### config.mk
export PLATFORM = sky130hd
export DESIGN_NAME = scan_controller
export DESIGN_NICKNAME = d
export VERILOG_FILES = /design/src/rtl/scan_controller.sv
export SDC_FILE = /design/constraint.sdc
export NUM_CORES = 1
export LEC_CHECK = 0
export BUFFER_PORTS_ARGS = -buffer_cell sky130_fd_sc_hd__buf_2
export CAP_MARGIN = 5
export CORE_ASPECT_RATIO = 0.6
export CORE_MARGIN = 5
export CORE_UTILIZATION = 40
export CTS_BUF_LIST = sky130_fd_sc_hd__clkbuf_8
export DETAILED_ROUTE_END_ITERATION = 12
export HOLD_SLACK_MARGIN = 0.1
export PLACE_DENSITY = 0.62
export SYNTH_ARGS = -nofsm -noshare
export SYNTH_HDL_FRONTEND = slang
export SYNTH_SLANG_ARGS = --single-unit
### constraint.sdc
create_clock -name clk -period 9 [get_ports clk]
set_input_delay 1.8 -clock clk [delete_from_list [all_inputs] [get_ports clk]]
set_output_delay 1.8 -clock clk [all_outputs]
set_load 0.005 [all_outputs]
### src/rtl/scan_controller.sv
// scan_controller: 4-digit multiplexed display scanner with per-slot blanking, PWM brightness,
// leading-zero suppression and a tear-free frame load handshake.
module scan_controller #(
    parameter int TICK_DIV  = 50000,
    parameter int BLANK_CYC = 1000
) (
    input  logic        clk,
    input  logic        rst,
    input  logic        load_valid,
    output logic        load_ready,
    input  logic [15:0] digits,
    input  logic [3:0]  dp_sel,
    input  logic        lz_en,
    input  logic [2:0]  brightness,
    output logic [1:0]  digit_idx,
    output logic [3:0]  digit_bcd,
    output logic        dp_n,
    output logic [3:0]  an_n,
    output logic        frame_done
);
    localparam int CW = $clog2(TICK_DIV);
    localparam int L  = (TICK_DIV - BLANK_CYC) / 8;
    typedef enum logic [1:0] {BLANK, ON, OFF} state_t;
    state_t        state, state_nxt;
    logic [CW-1:0] cnt, cnt_nxt;
    logic [CW:0]   on_end;
    logic [2:0]    bright_q;
    logic [15:0]   act_digits, pend_digits;
    logic [3:0]    act_dp, pend_dp, zero, supp;
    logic          act_lz, pend_lz, pend_valid, slot_end;
    assign slot_end   = cnt == CW'(TICK_DIV - 1);
    assign cnt_nxt    = slot_end ? '0 : cnt + 1'b1;
    assign frame_done = slot_end && digit_idx == 2'd3;
    assign load_ready = !pend_valid;
    // one cycle wider than the counter: at full brightness the ON window can end exactly at TICK_DIV
    assign on_end     = (CW+1)'(BLANK_CYC + L) + (CW+1)'(L) * (CW+1)'(bright_q);
    always_ff @(posedge clk or negedge rst) begin
        if (!rst) begin
            cnt       <= '0;
            digit_idx <= '0;
            bright_q  <= '0;
            state     <= BLANK;
        end else begin
            cnt   <= cnt_nxt;
            state <= state_nxt;
            if (slot_end) digit_idx <= digit_idx + 2'd1;
            if (cnt == '0) bright_q <= brightness;
        end
    end
    always_comb begin
        state_nxt = state;
        if (slot_end) state_nxt = BLANK;
        else if (state == BLANK && cnt_nxt == CW'(BLANK_CYC)) state_nxt = ON;
        else if (state == ON && {1'b0, cnt_nxt} == on_end) state_nxt = OFF;
    end
    // pending frame only moves to active on frame_done, so a slot never mixes two frames
    always_ff @(posedge clk or negedge rst) begin
        if (!rst) begin
            act_digits  <= '0;
            act_dp      <= '0;
            act_lz      <= 1'b0;
            pend_digits <= '0;
            pend_dp     <= '0;
            pend_lz     <= 1'b0;
            pend_valid  <= 1'b0;
        end else if (frame_done && pend_valid) begin
            act_digits <= pend_digits;
            act_dp     <= pend_dp;
            act_lz     <= pend_lz;
            pend_valid <= 1'b0;
        end else if (load_valid && !pend_valid) begin
            pend_digits <= digits;
            pend_dp     <= dp_sel;
            pend_lz     <= lz_en;
            pend_valid  <= 1'b1;
        end
    end
    always_comb begin
        zero = '0;
        for (int i = 0; i < 4; i++) zero[i] = act_digits[i*4 +: 4] == 4'd0 && !act_dp[i];
    end
    assign supp[3]   = act_lz && zero[3];
    assign supp[2]   = supp[3] && zero[2];
    assign supp[1]   = supp[2] && zero[1];
    assign supp[0]   = 1'b0;
    assign digit_bcd = act_digits[{digit_idx, 2'b00} +: 4];
    assign dp_n      = supp[digit_idx] || !act_dp[digit_idx];
    assign an_n      = (state == ON && !supp[digit_idx]) ? ~(4'b0001 << digit_idx) : 4'hF;
endmodule

==> results of run 1 <==
==> cell type report <==
cell class | count | area (um^2)
fillers | 952 | 5310
multi-input cells | 275 | 2370
flip-flops and latches | 66 | 1650
repair buffers | 40 | 203
well taps | 135 | 169
clock buffers | 10 | 138
inverters | 25 | 93.8
clock inverters | 6 | 88.8
==> synthesized netlist by cell type (all sizes together), types with 7 or more instances <==
library cell  count
dfrtp            66
mux2             45
ha               32
inv              25
xnor2            25
nand2            21
nor2             20
xor2             13
nand3            12
nor3             12
o21ai            11
a21oi             9
nor4              9
buf               8
clkbuf            8
nand4             7
==> metrics by stage <==
step	setup slack (ns)	power, mW	instances	area (um^2)
final	5.05	0.710	557	4710
after global routing	4.75	0.740	557	4710
after CTS	5.04	0.714	557	4710
after detailed placement	5.10	0.432	541	4490
after global placement	5.31	0.430	541	4490
after floorplan	5.55	0.401	382	4180
==> report_power, final <==
group	switching [mW]	internal (mW)	total (mW)
Combinational	0.0564	0.0552	0.112
Sequential	0.00781	0.308	0.316
Clock	0.118	0.164	0.282
==> cells by family after synthesis <==
| group | after synthesis |
|---|---|
| xor gates and xnor gates | 41 |
| AOI/OAI and AO/OA | 39 |
| buffers and inverters | 41 |
| adders and majority gates | 35 |
| muxes | 53 |
| and+or+nand+nor | 107 |
| DFF | 66 |
==> state kept, by name, indices dropped and copies added (netlist names) <==
signal / cells
pend_valid: 1
state: 2
cnt: 16
pend_digits: 16
pend_lz: 1
digit_idx: 2
pend_dp: 4
act_dp: 4
act_digits: 16
bright_q: 3
act_lz: 1
==> path summary, 6_finish.rpt <==
| path | depth (start not counted) | slack (ns) | to |
|---|---|---|---|
| worst max-delay path | 8 | 5.05 | an_n[3] |
| worst min-delay path | 1 | 0.50 | pend_digits[5]$_DFFE_PN0P_ |
| worst max register to register | 12 | 5.12 | state[0]$_DFFE_PN0P_ |
| worst min register to register | 1 | 0.50 | pend_digits[5]$_DFFE_PN0P_ |
| max in group asynchronous | 2 | 6.82 | cnt[12]$_DFF_PN0_ |
| min in group asynchronous | 2 | 1.63 | pend_digits[14]$_DFFE_PN0P_ |
==> metal layers <==
metal  wire [um]  vias up
met2        3770      128
met4          67        0
met5           0        -
met1        5400     1483
met3         826       10
li1            -     1413
==> qor.yml, run 1 <==
yosys:
  synth_xor_xnor_area_share_pct: 9.57
  synth_top_cells_by_area: "sky130_fd_sc_hd__dfrtp_1, sky130_fd_sc_hd__mux2_2, sky130_fd_sc_hd__ha_1"
  yosysTopAreaCellShare_pct: 39.5
  synth-compound-area-share_pct: 6.43
  syn_area_per_cell_um2: 10.9
  synthesis_warnings: 0
  synthesis.instances: 382
  synth_enable_flop_cells: 0
  synth_top_area_cell: "sky130_fd_sc_hd__dfrtp_1"
  ys_ff_latch: 66
  syn_area_mm2: 0.00418
  dominant_combinational_cell_family_by_area_after_synthesis: "multiplexers"
  synth-seq-area-share_pct: 39.5
  simple_gate_area_share_of_the_yosys_netlist_pct: 14.1
  synth-adder-area-share_pct: 11.0
  muxShareOfSynthArea_pct: 15.5
  primary_ff_master_synth: "sky130_fd_sc_hd__dfrtp_1"
  synth_async_sr_flop_share_pct: 100
  synth.net_count: 444
  synth.lib_cells_used.distinct: 47
finish:
  area_growth_pct: 12.7
  nNetsFinal: 479
  finalCoreUtilization_pct: 47.1
  layout_common_cells: "sky130_fd_sc_hd__dfrtp_1, sky130_fd_sc_hd__mux2_2, sky130_fd_sc_hd__buf_2"
  layout_commonest_cell: "sky130_fd_sc_hd__dfrtp_1"
  diodes: 0
  drive_gt1_share_pct: 27.5
worst_setup_path:
  timing.rr.start: "bright_q[0]$_DFFE_PN0N_"
  cp_slowest_stage_delay_ns: 0.51
  cp-start-kind: "flop"
  worstSetupStartpoint: "act_digits[8]$_DFFE_PN0P_"
  critical-path-top-delay-family: "simple AND/OR/NAND/NOR gates"
  critical_path_class: "flop to output pin"
  cp_data_arrival_time_ns: 2.15
  timing.critical_path.slowest_stage_cell: "sky130_fd_sc_hd__or4_1"
  cp_max_fanout: 4
  cp.required_ns: 7.20
  critPathBufInv: 1
  cp-end-kind: "output pin"
  crit_chain: "or4_1, nor2_1, nand4b_1, nand2_1, nand4b_1, and3_1, nand2_1, buf_2"
sta:
  max_clock_freq_mhz: 253
  grt_setup_unrepaired: "no"
  relSlewSlack_pct: 20.6
  setup_viol_count_final: 0
  timing.final.crit_share_pct: 43.8
  hold_violations: 0
  timing.clock.skew_ns: 0.00630
  final.setup.tns_ns: 0
  tightestPinTransition_ns: 1.19
  slew_violations: 0
  hold_slack_ns: 0.503
  layout_min_cycle_time_ns: 3.95
min_path:
  hp-class: "flop to flop"
  holdCritStartpoint: "pend_digits[5]$_DFFE_PN0P_"
routing:
  detail_route.drc_violations: 0
  vias_per_cell: 5.45
  route.final.wire_length_um: 10100
  final_antenna_violating_net_count: 0
  vias: 3034
  wl_per_cell_um: 18.1
  drt-initial-drc-count: 304
  drt_pass1_iterations: 5
power_and_ir_drop:
  max-vdd-ir-drop_uv: 86.2
  p_leak_nw: 2.17
  pwr_density_cell_mw_per_mm2: 151
die:
  design.core.area_mm2: 0.0100
  floorplan.rows: 28
  die_area_mm2: 0.0127
  die-height_um: 89.2
  initial_core_util_pct: 41.7
  design.portCount: 40
  die_w_um: 142
clock_network:
  insertion_delay_ns: 0.35
  post_cts_resized: 0
  htree_levels: 3
  max-clock-path-buffers: 2
  clock_sink_count: 66
  post_cts_hold_buffer_count: 0
  cts_tree: "built"
  number_of_buffers_inserted_during_clock_tree_synthesis: 9
  clk_pin_slew_ns: 0.08
  cts_post_setup_buffers_inserted: 0
  clockRootBuffer: "sky130_fd_sc_hd__clkbuf_8"
run_status:
  outcome: "completed"
global_route:
  globalRouteMet2Util_pct: 20.8
  groute.usage.overall_pct: 16.7
  groute.layer.met3.usage_pct: 3.74
  grt_first_pass_wirelength_um: 16200
  grt_overflow_total: 0
  grt_pass1_vias: 2911
  globalRouteMet1Util_pct: 27.9
  grt_max_degree: 67
  initial_antenna_violation_count: 0
  globalRoute.busiestLayer: "met1"
place:
  gp_congestion: 0.890
  port-buffer-count: 39
  dpl.hpwl_um: 7780
job:
  max_cap_viol_count: 0
Power figures use the tool's default switching activity.
==> run 2: changes to the inputs <==
==> constraint.sdc (replaced) <==
create_clock -name clk -period 3.8 [get_ports clk]
set_input_delay 0.76 -clock clk [delete_from_list [all_inputs] [get_ports clk]]
set_output_delay 0.76 -clock clk [all_outputs]
set_load 0.005 [all_outputs]
==> run 2 against run 1 <==
  * Total power grew 130%
  * Final cell count grew 1.8%
  * First-iteration DRC count decreased by 12%
  * Clock power rose by 110%
  * Hold slack got worse by 0.00061 ns
  * Wire length decreased by 0.36%
  * Critical endpoint is now state[0]$_DFFE_PN0P_
  * Highest routed layer unchanged
==> qor.yml, run 2 (synthesis results as in run 1) <==
worst_setup_path:
  reg2reg_end: "state[0]$_DFFE_PN0P_"
  crit_chain: "buf_4, ha_1, inv_1, fa_1, inv_1, ha_1, nand2_1, nor3_1, a2111oi_0, o21bai_1, xnor2_1, nand3_1, or4_1, nor2b_1"
  cp-end-kind: "flop"
  cp-start-kind: "flop"
  cp.required_ns: 4.03
  length_in_cells_of_the_worst_reg_to_reg_path: 14
  setup_slack_on_the_worst_flop_to_flop_path_ns: 0.39
  timing.critical_path.slowest_stage_cell: "sky130_fd_sc_hd__or4_1"
  worstSetupStartpoint: "bright_q[2]$_DFFE_PN0N_"
  crit_end: "state[0]$_DFFE_PN0P_"
  cp_slowest_stage_delay_ns: 0.51
  critical_path_class: "flop to flop"
  cp_data_arrival_time_ns: 3.63
  timing.rr.start: "bright_q[2]$_DFFE_PN0N_"
  cp_max_fanout: 10
finish:
  layoutNonFillerInstCount: 567
  layout_common_cells: "sky130_fd_sc_hd__dfrtp_1, sky130_fd_sc_hd__mux2_2, sky130_fd_sc_hd__buf_2"
  layout_commonest_cell: "sky130_fd_sc_hd__dfrtp_1"
  drive_gt1_share_pct: 29.2
  largest_registers: "act_digits: 16 flops, cnt: 16 flops, pend_digits: 16 flops"
  diodes: 0
  area_growth_pct: 13.9
  nNetsFinal: 489
die:
  die_w_um: 142
  die-height_um: 89.2
  die_area_mm2: 0.0127
  initial_core_util_pct: 41.7
  design.portCount: 40
  floorplan.rows: 28
  design.core.area_mm2: 0.0100
routing:
  drt-initial-drc-count: 267
  drt_pass1_iterations: 4
  wl_met2_um: 3850
  top_routing_layer_in_use: "met4"
  m1WireLength_um: 5210
  vias_per_cell: 5.31
  detail_route.drc_violations: 0
  route.final.wire_length_um: 10000
  wl_per_cell_um: 17.7
  final_antenna_violating_net_count: 0
  detailroute.wirelength.met3_um: 906
  vias: 3013
place:
  placedCellCount: 551
  gp_congestion: 0.966
  dpl.hpwl_um: 7900
  port-buffer-count: 39
run_status:
  outcome: "completed"
sta:
  tightestPinTransition_ns: 1.09
  slew_violations: 0
  setup_viol_count_final: 0
  relSlewSlack_pct: 27.6
  layout_min_cycle_time_ns: 3.41
  hold_violations: 0
  timing.final.crit_share_pct: 89.6
  final.setup.tns_ns: 0
  grt_setup_unrepaired: "no"
  timing.clock.skew_ns: 0.0110
  max_clock_freq_mhz: 294
global_route:
  grt_first_pass_wirelength_um: 16400
  grt_pass1_vias: 3087
  grt_max_degree: 51
  grt_overflow_total: 0
  groute.usage.overall_pct: 16.9
  initial_antenna_violation_count: 0
clock_network:
  clockRootBuffer: "sky130_fd_sc_hd__clkbuf_8"
  htree_levels: 3
  number_of_buffers_inserted_during_clock_tree_synthesis: 9
  insertion_delay_ns: 0.35
  clock_sink_count: 66
  post_cts_resized: 0
  post_cts_hold_buffer_count: 0
  clk_pin_slew_ns: 0.08
  cts_tree: "built"
  max-clock-path-buffers: 2
  cts_post_setup_buffers_inserted: 0
power_and_ir_drop:
  pwr_density_cell_mw_per_mm2: 338
  max-vdd-ir-drop_uv: 182
  p_leak_nw: 2.20
min_path:
  hp-class: "flop to flop"
job:
  max_cap_viol_count: 0
==> run 2: changes by cell type in the layout (fill, tap and decap cells not counted), sizes merged <==
cell,delta
clkbuf,-1
buf,+10
inv,+2
bufinv,-1
==> run 2: cell type report <==
| cell class | count | area [um^2] |
|---|---|---|
| inverters | 25 | 93.8 |
| clock buffers | 9 | 124 |
| repair buffers | 50 | 278 |
| well taps | 135 | 169 |
| fillers | 941 | 5260 |
| multi-input cells | 275 | 2370 |
| flip-flops and latches | 66 | 1650 |
| clock inverters | 7 | 76.3 |
==> run 2: worst min-delay path by stage <==
stage	slack, ns	startpoint	end	cells past startpoint
detailed placement	0.49	pend_digits[9]$_DFFE_PN0P_	act_digits[9]$_DFFE_PN0P_	1
global route	0.53	pend_dp[2]$_DFFE_PN0P_	act_dp[2]$_DFFE_PN0P_	1
CTS	0.51	pend_digits[9]$_DFFE_PN0P_	act_digits[9]$_DFFE_PN0P_	1
global placement	0.48	pend_lz$_DFFE_PN0P_	act_lz$_DFFE_PN0P_	1
floorplan	0.46	rst	act_digits[0]$_DFFE_PN0P_	0
finish	0.50	pend_digits[9]$_DFFE_PN0P_	act_digits[9]$_DFFE_PN0P_	1
==> run 2: critical path, delay by kind of cell (launching register included) <==
kind	cells	cell delay, ns
DFF	1	0.35
buffers and inverters	3	0.29
adders and majority gates	3	1.03
AOI/OAI and AO/OA	2	0.58
and+or+nand+nor	5	0.87
xor gates and xnor gates	1	0.17
==> run 2: metrics by stage <==
stage	setup WS (ns)	power [mW]	area [um^2]	hold slack (ns)	util (%)
after floorplan	0.355	0.949	4180	0.464	-
after global placement	0.408	1.02	4560	0.482	45.5
after detailed placement	0.414	1.03	4560	0.489	45.5
after CTS	0.396	1.63	4760	0.508	47.5
after global routing	0.101	1.70	4760	0.526	47.5
final	0.395	1.61	4760	0.502	47.5
==> run 2: report_power, final <==
part	switching, mW	total, mW	leakage, nW	internal, mW
Sequential	0.0134	0.743	0.862	0.729
Clock	0.287	0.595	0.0966	0.308
Combinational	0.137	0.270	1.25	0.134
Total	0.437	1.61	2.20	1.17
==> run 2: layer usage <==
metal / global-route usage [%] / up-vias
met3: 5.40 / 4
met1: 26.2 / 1475
met5: 0 / -
li1: - / 1437
met2: 22.7 / 97
met4: 3.48 / 0
